===== config.mk =====
export PLATFORM = sky130hd
export DESIGN_NAME = bubble_sort_stream
export DESIGN_NICKNAME = d
export VERILOG_FILES = /design/src/rtl/bubble_sort_stream_pkg.sv /design/src/rtl/bubble_sort_stream_cmp_swap.sv /design/src/rtl/bubble_sort_stream.sv
export SDC_FILE = /design/constraint.sdc
export NUM_CORES = 1
export LEC_CHECK = 0
export CAP_MARGIN = 20
export CORE_UTILIZATION = 63
export CTS_BUF_LIST = sky130_fd_sc_hd__clkbuf_4
export CTS_CLUSTER_DIAMETER = 100
export DETAILED_ROUTE_END_ITERATION = 6
export PLACE_DENSITY_LB_ADDON = 0.08
export SYNTH_ARGS = -nofsm -noshare
export SYNTH_HDL_FRONTEND = slang
export SYNTH_SLANG_ARGS = --single-unit

===== constraint.sdc =====
create_clock -name clk -period 4.8 [get_ports clk]
set_clock_uncertainty 0.2 [all_clocks]
set_input_delay 0.48 -clock clk [delete_from_list [all_inputs] [get_ports clk]]
set_output_delay 0.48 -clock clk [all_outputs]
set_load 0.02 [all_outputs]

===== src/rtl/bubble_sort_stream_pkg.sv =====
// Shared definitions for the streaming bubble sorter: FSM state encoding and
// the index-width helper used to size counters.
package bubble_sort_stream_pkg;

    typedef enum logic [1:0] {
        ST_LOAD  = 2'd0,
        ST_SORT  = 2'd1,
        ST_DRAIN = 2'd2
    } state_e;

    // Bits needed to index 'value' entries; 1 for value <= 2.
    function automatic int clog2(input int value);
        int r;
        r = 0;
        for (int v = value - 1; v > 0; v = v >> 1) begin
            r++;
        end
        return (r < 1) ? 1 : r;
    endfunction

endpackage


===== src/rtl/bubble_sort_stream_cmp_swap.sv =====
// Combinational compare-exchange: orders two unsigned values, flags a swap
// only on strict greater-than so equal keys keep their order.
module cmp_swap #(
    parameter int WIDTH = 8
) (
    input  logic [WIDTH-1:0] a,
    input  logic [WIDTH-1:0] b,
    output logic [WIDTH-1:0] lo,
    output logic [WIDTH-1:0] hi,
    output logic             swap
);

    assign swap = (a > b);
    assign lo   = swap ? b : a;
    assign hi   = swap ? a : b;

endmodule


===== src/rtl/bubble_sort_stream.sv =====
// Serial-in, serial-out bubble sorter: loads N elements, sorts in place with one
// compare-swap per clock (early exit on a clean pass), then drains ascending.
module bubble_sort_stream
    import bubble_sort_stream_pkg::*;
#(
    parameter int N     = 5,
    parameter int WIDTH = 8
) (
    input  logic             clk,
    input  logic             rst,
    input  logic             in_valid,
    output logic             in_ready,
    input  logic [WIDTH-1:0] in_data,
    output logic             out_valid,
    input  logic             out_ready,
    output logic [WIDTH-1:0] out_data,
    output logic             out_last,
    output logic             busy
);

    localparam int            IW       = clog2(N);
    localparam logic [IW-1:0] LAST_IDX = IW'(N - 1);
    localparam logic [IW-1:0] LAST_J   = IW'(N - 2);

    state_e                  state_q, state_d;
    logic [N-1:0][WIDTH-1:0] mem_q, mem_d;
    logic [IW-1:0]           wr_idx_q, wr_idx_d;
    logic [IW-1:0]           rd_idx_q, rd_idx_d;
    logic [IW-1:0]           j_q, j_d;
    logic [IW-1:0]           pass_q, pass_d;
    logic                    swapped_q, swapped_d;

    logic [IW-1:0]           j_nxt;
    logic [WIDTH-1:0]        cmp_lo, cmp_hi;
    logic                    swap_now;
    logic                    pass_end;
    logic                    any_swap;

    assign j_nxt    = j_q + IW'(1);
    // Each pass shortens by one: the largest remaining element has settled.
    assign pass_end = (j_q == (LAST_J - pass_q));
    assign any_swap = swapped_q | swap_now;

    cmp_swap #(
        .WIDTH (WIDTH)
    ) u_cmp_swap (
        .a    (mem_q[j_q]),
        .b    (mem_q[j_nxt]),
        .lo   (cmp_lo),
        .hi   (cmp_hi),
        .swap (swap_now)
    );

    // All handshake outputs decode registered state only.
    assign in_ready  = (state_q == ST_LOAD);
    assign busy      = (state_q == ST_SORT);
    assign out_valid = (state_q == ST_DRAIN);
    assign out_last  = out_valid && (rd_idx_q == LAST_IDX);
    assign out_data  = out_valid ? mem_q[rd_idx_q] : '0;

    always_comb begin
        state_d   = state_q;
        mem_d     = mem_q;
        wr_idx_d  = wr_idx_q;
        rd_idx_d  = rd_idx_q;
        j_d       = j_q;
        pass_d    = pass_q;
        swapped_d = swapped_q;

        case (state_q)
            ST_LOAD: begin
                if (in_valid) begin
                    mem_d[wr_idx_q] = in_data;
                    wr_idx_d        = wr_idx_q + IW'(1);
                    if (wr_idx_q == LAST_IDX) begin
                        state_d   = ST_SORT;
                        wr_idx_d  = '0;
                        j_d       = '0;
                        pass_d    = '0;
                        swapped_d = 1'b0;
                    end
                end
            end

            ST_SORT: begin
                mem_d[j_q]   = cmp_lo;
                mem_d[j_nxt] = cmp_hi;
                if (pass_end) begin
                    if (!any_swap || (pass_q == LAST_J)) begin
                        state_d  = ST_DRAIN;
                        rd_idx_d = '0;
                    end else begin
                        pass_d    = pass_q + IW'(1);
                        j_d       = '0;
                        swapped_d = 1'b0;
                    end
                end else begin
                    j_d       = j_nxt;
                    swapped_d = any_swap;
                end
            end

            ST_DRAIN: begin
                if (out_ready) begin
                    rd_idx_d = rd_idx_q + IW'(1);
                    if (rd_idx_q == LAST_IDX) begin
                        state_d  = ST_LOAD;
                        rd_idx_d = '0;
                        wr_idx_d = '0;
                    end
                end
            end

            default: begin
                state_d = ST_LOAD;
            end
        endcase
    end

    always_ff @(posedge clk) begin
        if (rst) begin
            state_q   <= ST_LOAD;
            wr_idx_q  <= '0;
            rd_idx_q  <= '0;
            j_q       <= '0;
            pass_q    <= '0;
            swapped_q <= 1'b0;
        end else begin
            state_q   <= state_d;
            wr_idx_q  <= wr_idx_d;
            rd_idx_q  <= rd_idx_d;
            j_q       <= j_d;
            pass_q    <= pass_d;
            swapped_q <= swapped_d;
        end
    end

    // Storage carries no reset; contents are rewritten by every load.
    always_ff @(posedge clk) begin
        mem_q <= mem_d;
    end

endmodule


==> summary.md, run 1 <==
The tools report the share of synthesized area occupied by flip-flops and latches as 0.340. The Yosys step of the flow raised 0 warnings. The share of the synthesized area in compound gates (AO/OA/AOI/OAI) came out at 0.238. In this run, CTS created clock tree buffers numbering 5. The top cell types in the final layout, fill and taps aside, are 56 x nand2_1, 40 x nor2_1, 40 x edfxtp_1. The growth of design area from synthesis to finish came out at 8.80%.

After synthesis, the largest family of logic cells by area is compound AO/OA/AOI/OAI gates. For this run the aggregate overflow at the end of global routing stands at 0. The final-report hold violation count came out at 0. The tightest hold path in the finished design has a slack of 0.357 ns. The utilization of the core after routing is 0.708, and the minimum clock period is 4.56 ns. The fraction of final layout cells with drive strength greater than 1 is 0.117, and the number of antenna violations at the first check in global routing is 0.

The share of flip-flops with an asynchronous set or reset is 0, and the via count of the first global-routing pass is 3724. In this run the standard cell core region covers 6790 sq um. The most used flip-flop cell after synthesis is edfxtp_1. The initial core utilization was 0.651; the hold buffer count at CTS was 0. The path category of the worst min-delay check was register to register. Max-cap violations in this run came to 0.

Using the TritonRoute via totals, the vias-per-cell ratio works out to 7.03. The number of max-slew violations in the final report was 0; the number of setup violations in the final report was 0. The tools report the final net count as 531. The number of antenna-violating nets in the routed design is 0, and the area share of fa/ha/maj cells after synthesis is 0.0396. The portion of the clock cycle consumed by the worst path in the final layout came out at 0.950.

After clock tree synthesis, the clock-pin slew on the worst setup and hold paths is 0.16 ns. In the final routed layout, each cell accounts on average for 21.0 um. For the floorplan die area, the log shows 7360 sq um.

The setup TNS was 0 ns. The worst setup path is launched from a register. Worst slew margin relative to its limit: 0.312.

The run gives 575 as the count of routing violations after the opening detailed-route iteration. Maximum ir drop on the vdd rail: 0.000109 V. The maximum number of pins on one net before global-route repair is 59, and the total iterations of the first detailed-routing run is 6. The run gives 0 as the post-CTS repair timing setup buffer count. The critical path is of the register to register type. The first global-routing pass estimated 20000 um of wire. The I/O pin count came out at 24. The clock reaches the later pin of the worst-skew pair after 0.38 ns. The tree is rooted in a clkbuf_4. The die width was 85.8 um; the power per cell area was 192 nW/um^2. The flow ran to the end, and the final reports show no timing, DRC or antenna violations. The H-tree generated during clock tree synthesis spans 2 levels. After detailed placement, the design holds a cell count of 592.

Setup repair after global routing left no endpoint under its margin. Overall via count from detail_route: 4230. TritonCTS built the clock tree. Data on the critical path arrives at its endpoint at 4.47 ns.

After synthesis, the mean cell area works out to 9.08 sq um. The sequential cell area in the final layout is 1500 sq um. Summing all multi-input logic gate instances after layout gives 2680 sq um. The XOR/XNOR share of the synthesized area is 0.0116, and the pin slew with the least headroom to its limit is 1.02 ns. The logs give 0.356 for the total global routing track utilization and 9250 um for the detailed-placement wirelength estimate. In this run the worst path has a maximum fanout of 58. For this run, design rule violations remaining after detail routing come to 0.

The share of synthesized cell area in and, or, nand and nor gates works out to 0.184. The share of cell area taken by muxes after synthesis is 0.134. The most common cell after layout, fill and taps aside was nand2_1. Post-CTS repair changed the size of 0 cells. The clock passes through at most 2 buffers. The run gives 12600 um as the wire length reported by the detailed router.

The final total power was 0.000924 W. When the netlist entered floorplanning its net count stood at 513. The run gives 0.926 as the final estimated routing congestion in global placement. Synthesis produced a netlist whose cell count is 487. The number of port buffers is 23, and the register bit count reported by yosys is 55. Excluding fillers, the count of instances in the completed layout stands at 602. The tools report the cell area after technology mapping as 4420 sq um.

The run gives 30 as the placement row count. The number of synthesized flops with an enable pin is 40, and the height of the die is 85.8 um. The tools report the clock sink total as 55. The run gives 0.219 GHz as the achievable frequency. The leakage power of the design was 1.60 nW. The filler cells instantiated in the layout total 539.

STA classifies the critical path endpoint as a register. STA puts the critical path data required time at 4.71 ns. The logs give 58 for the number of distinct library cells after synthesis and 0 for the count of antenna diodes in the layout.
where the power goes:
| part | switching (W) | internal, W | total [W] |
|---|---|---|---|
| clock | 0.000148 | 0.0000689 | 0.000217 |
| combinational | 0.000104 | 0.0000684 | 0.000172 |
| sequential | 0.0000118 | 0.000523 | 0.000535 |
| total | 0.000264 | 0.000661 | 0.000924 |
per-stage QoR:
step / worst slack, ns / cell area, sq um
after detailed placement: 0.364 / 4740
after global routing: 0.0450 / 4810
after CTS: 0.341 / 4800
after floorplan: 0.831 / 4420
after global placement: 0.496 / 4740
final: 0.240 / 4810
path summary, 6_finish.rpt:
| check | from | cells after the start | endpoint | slack [ns] |
|---|---|---|---|---|
| worst min register to register | pass_q[0] | 2 | pass_q[0] | 0.36 |
| worst max register to register | j_q[0] | 13 | mem_q[4] | 0.24 |
| worst min-delay path | pass_q[0] | 2 | pass_q[0] | 0.36 |
| worst max-delay path | j_q[0] | 13 | mem_q[4] | 0.24 |
logic make-up (layout without fill, tap and decap cells):
| kind of cell | count (synthesis) | in the layout |
|---|---|---|
| compound gates | 147 | 147 |
| xor+xnor | 5 | 5 |
| simple gates | 166 | 166 |
| flops | 55 | 55 |
| buf+inv | 53 | 72 |
| mux | 47 | 47 |
| fa+ha+maj | 14 | 14 |
flip-flops by register name, summed over array words and instances (netlist names):
| name | cells |
|---|---|
| mem_q | 40 |
| j_q | 3 |
| state_q | 2 |
| pass_q | 3 |
| rd_idx_q | 3 |
| swapped_q | 1 |
| wr_idx_q | 3 |
critical path, stage by stage, from the launching register on:
cell      delay [ns]
dfxtp_2         0.36
buf_4           0.57
nor2_1          0.36
a21oi_1         0.26
o21ai_0         0.16
nand2_1         0.30
inv_1           0.08
ha_1            0.30
nand4_1         0.08
nor2_1          0.20
nor2_1          0.10
nor2_2          0.35
mux2i_1         0.68
o221ai_1        0.27
cell usage after synthesis (12+ instances only):
library cell | number | area (sq um)
ha_1 | 14 | 175
mux2i_1 | 23 | 230
clkbuf_1 | 13 | 48.8
mux2_2 | 12 | 135
nor3b_1 | 13 | 97.6
edfxtp_1 | 40 | 1200
nor3_1 | 12 | 60.1
a21oi_1 | 26 | 130
nand2_1 | 56 | 210
inv_1 | 23 | 86.3
o21ai_0 | 29 | 145
dfxtp_1 | 15 | 300
a22oi_1 | 12 | 90.1
o221ai_1 | 35 | 307
nor2_1 | 40 | 150
cell type report:
class | count | area share
Tap cell | 96 | 0.0250
Clock inverter | 1 | 0.00104
Sequential cell | 55 | 0.312
Clock buffer | 7 | 0.0109
Timing Repair Buffer | 40 | 0.0744
Multi-Input combinational cell | 379 | 0.558
Inverter | 24 | 0.0187
routing by layer:
layer / part of all wire / global-route usage / vias up
met4: 0.015 / 0.0727 / 0
met5: 0 / 0 / -
met2: 0.44 / 0.535 / 302
met3: 0.12 / 0.0356 / 23
li1: - / - / 1918
met1: 0.43 / 0.559 / 1987
Note: power is estimated with default switching activity, not from simulation.
==> run 2: changes to the inputs <==
Settings changed: CORE_ASPECT_RATIO from default to 1.1, CORE_UTILIZATION 63 to 61, CTS_BUF_LIST sky130_fd_sc_hd__clkbuf_4 to sky130_fd_sc_hd__clkbuf_16.
==> run 2 against run 1 <==
Clock power increased by 95%. Sequential share of layout area decreased by 0.84 points. Global-route usage decreased by 0.79 points. Cell count decreased by 1.2%. Critical path type unchanged.
==> summary.md, run 2 (synthesis gave the netlist of run 1 again) <==
For the number of max-capacitance violations reported, the log shows 0 (unchanged). The run gives 0 (unchanged) as the hold buffer count at CTS. The logs give 0 (unchanged) for the overall overflow remaining after global route and 0 (unchanged) for the final-report hold violation count. The run gives 0.30 ns (-0.08 ns) as the later-pin clock latency in the skew report. The tools report the overall via count from detail_route as 4230 (unchanged). The run gives 59 (unchanged) as the maximum number of pins on one net before global-route repair.

The launching point of the worst reg2reg path is j_q[0]. The worst setup path is captured at a register. The maximum ir drop on the vdd rail is 0.000190 V (+75%). The capturing point of the worst reg2reg path was mem_q[4]. The maximum fanout encountered on the critical timing path is 58 (unchanged).

The critical path is of the register to register type. For the wire length reported by the detailed router, the log shows 12800 um (+1.8%). Detailed-placement wirelength estimate: 9500 um (+2.7%).

The tools report the post-CTS repair timing setup buffer count as 0 (unchanged). The placement row count came out at 32 (+6.7%). The logs give 706 (+23%) for the count of routing violations after the opening detailed-route iteration and 535 (+0.75%) for the final net count.

The area of the core region was 7010 sq um (+3.1%); the count of antenna diodes in the layout was 0 (unchanged). For this design, the slowest cell found on the critical path is mux2i_1. The final total power was 0.00113 W (+22%); the worst slew margin relative to its limit was 0.284 (-0.0281).

For the achievable frequency, the log shows 0.215 GHz (-1.9%). The total CTS buffers was 5 (unchanged); the count of unresolved DRC violations after routing was 0 (unchanged). The run gives 0 (unchanged) as the post-cts repair resize count. The depth of the worst hold-timing path came out at 2 (unchanged). Setup repair after global routing could not meet its margin everywhere.

The leakage power of the design came out at 1.66 nW (+4.1%). The height of the die works out to 91.3 um (+6.4%). For the number of max-slew violations in the final report, the log shows 0 (unchanged). Hold slack: 0.336 ns (-0.0216 ns). The worst reg-to-reg path cell count is 14 (+1).

The run gives 0.184 ns (-0.180 ns) as the minimum setup slack after placement. The level count of the clock H-tree is 2 (unchanged). The arrival time reported for the critical path endpoint is 4.45 ns (-0.02 ns), and the number of antenna-violating nets in the routed design is 0 (unchanged). TritonCTS built the clock tree. The run gives 55 (unchanged) as the clock sink total.

Kind of cell with the highest combined delay on the critical path: simple AND/OR/NAND/NOR gates. The logs give 5 (-1) for the total iterations of the first detailed-routing run and 0.348 (-0.00786) for the total global routing track utilization. The critical path goes through buf_4 -> nor2_1 -> buf_4 -> nand2_1 -> o21ai_0 -> o21ai_0 -> inv_1 -> ha_1 -> nand4_1 -> nor2_1 -> nor2_2 -> nor2_2 -> mux2i_1 -> o221ai_1. The die width came out at 83.2 um (-3.0%). The flow ran to the end, and the final reports show no timing, DRC or antenna violations. The final estimated routing congestion in global placement was 1.03 (+11%); the count of buffering cells on the critical path with inverters included was 3 (+1).

The logs give 0 (unchanged) for the number of setup violations in the final report and 4.59 ns (-0.12 ns) for the required time at the worst-slack endpoint. The portion of the clock cycle consumed by the worst path in the final layout was 0.969 (+0.0189). The vias per cell was 7.11 (+1.2%). The pin slew with the least headroom to its limit came out at 1.07 ns (+0.0418 ns). The routed wire length per instance was 21.6 um (+3.0%); the minimum clock period was 4.65 ns (+0.0906 ns). The flip-flop count of the largest register after layout is 40 (unchanged). Worst-case register-to-register setup slack: 0.15 ns (-0.09 ns).

The start point of the worst min-delay path is pass_q[0]. The tools report the global-route wire length before repair as 20700 um (+3.5%). The worst setup path is launched from a register.

The library cell used as clock root buffer was clkbuf_16. The run gives 0.631 (-0.0198) as the initial core utilization. In the layout the commonest cells are 56 x nand2_1, 40 x edfxtp_1, 39 x nor2_1.

The register with the most flip-flops was mem_q. The worst path setup slack after routing is 0.149 ns (-0.0906 ns), and the number of port buffers is 23 (unchanged). The run gives 0 ns (unchanged) as the setup TNS.

The power per cell area was 229 nW/um^2 (+19%). The library cell used most frequently in the layout, excluding fill and tap cells, is nand2_1. For the I/O pin count, the log shows 24 (unchanged). The tools report the endpoint with the worst hold slack as pass_q[0]. The worst hold path belongs to the class register to register. The logs give 3838 (+3.1%) for the via count of the first global-routing pass and 0 (unchanged) for the number of antenna violations at the first check in global routing.

The fraction of final layout cells with drive strength greater than 1 is 0.125 (+0.00889), and the largest stage delay on the critical path is 0.66 ns (-0.02 ns). The post-CTS clock slew at the launch and capture registers of the worst setup and hold paths was 0.07 ns (-0.09 ns); the floorplan die area was 7590 sq um (+3.2%). The fill cell total of the finished layout is 558 (+3.5%), and the maximum root-to-sink buffer count is 2 (unchanged).

Relative to the synthesized area, the layout overhead comes to 11.8%.
==> run 2: metrics by stage <==
step	std cells	utilization	instance area (sq um)
after floorplan	487	-	4420
after global placement	586	0.680	4760
after detailed placement	586	0.680	4760
after CTS	594	0.704	4930
after global routing	595	0.706	4940
final	595	0.706	4940
==> run 2: area by class of cell <==
class,count,area (sq um),share of cell area
multi-input cells,379,2690,0.543
clock inverters,3,46.3,0.00936
well taps,85,106,0.0215
flip-flops and latches,55,1500,0.304
inverters,24,90.1,0.0182
clock buffers,5,125,0.0253
repair buffers,44,388,0.0785
==> run 2: worst register-to-register path: stages, from the launching register on <==
cell	delay [ns]
dfxtp_2	0.33
buf_4	0.57
nor2_1	0.29
buf_4	0.22
nand2_1	0.07
o21ai_0	0.07
o21ai_0	0.40
inv_1	0.11
ha_1	0.31
nand4_1	0.10
nor2_1	0.22
nor2_2	0.17
nor2_2	0.36
mux2i_1	0.66
o221ai_1	0.28
==> run 2: worst max path at each step <==
stage / startpoint / endpoint / depth (start not counted)
2_1_floorplan: j_q[0] / mem_q[0] / 15
4_1_cts: j_q[0] / mem_q[4] / 14
5_1_grt: j_q[0] / mem_q[4] / 14
3_3_place_gp: j_q[0] / mem_q[35] / 14
6_report: j_q[0] / mem_q[4] / 14
3_5_place_dp: j_q[0] / mem_q[4] / 14
==> run 2: power breakdown <==
group	internal, W	leakage, nW	switching [W]	total (W)
logic	0.0000675	1.12	0.000104	0.000172
clock network	0.000248	0.0804	0.000175	0.000424
registers	0.000523	0.462	0.0000123	0.000535
==> run 2: per-layer routing <==
metal / share of wire / global-route usage / vias to the layer above
met4: 0.017 / 0.114 / 0
li1: - / - / 1931
met1: 0.43 / 0.516 / 2007
met3: 0.11 / 0.0636 / 25
met2: 0.44 / 0.512 / 267
met5: 0 / 0 / -
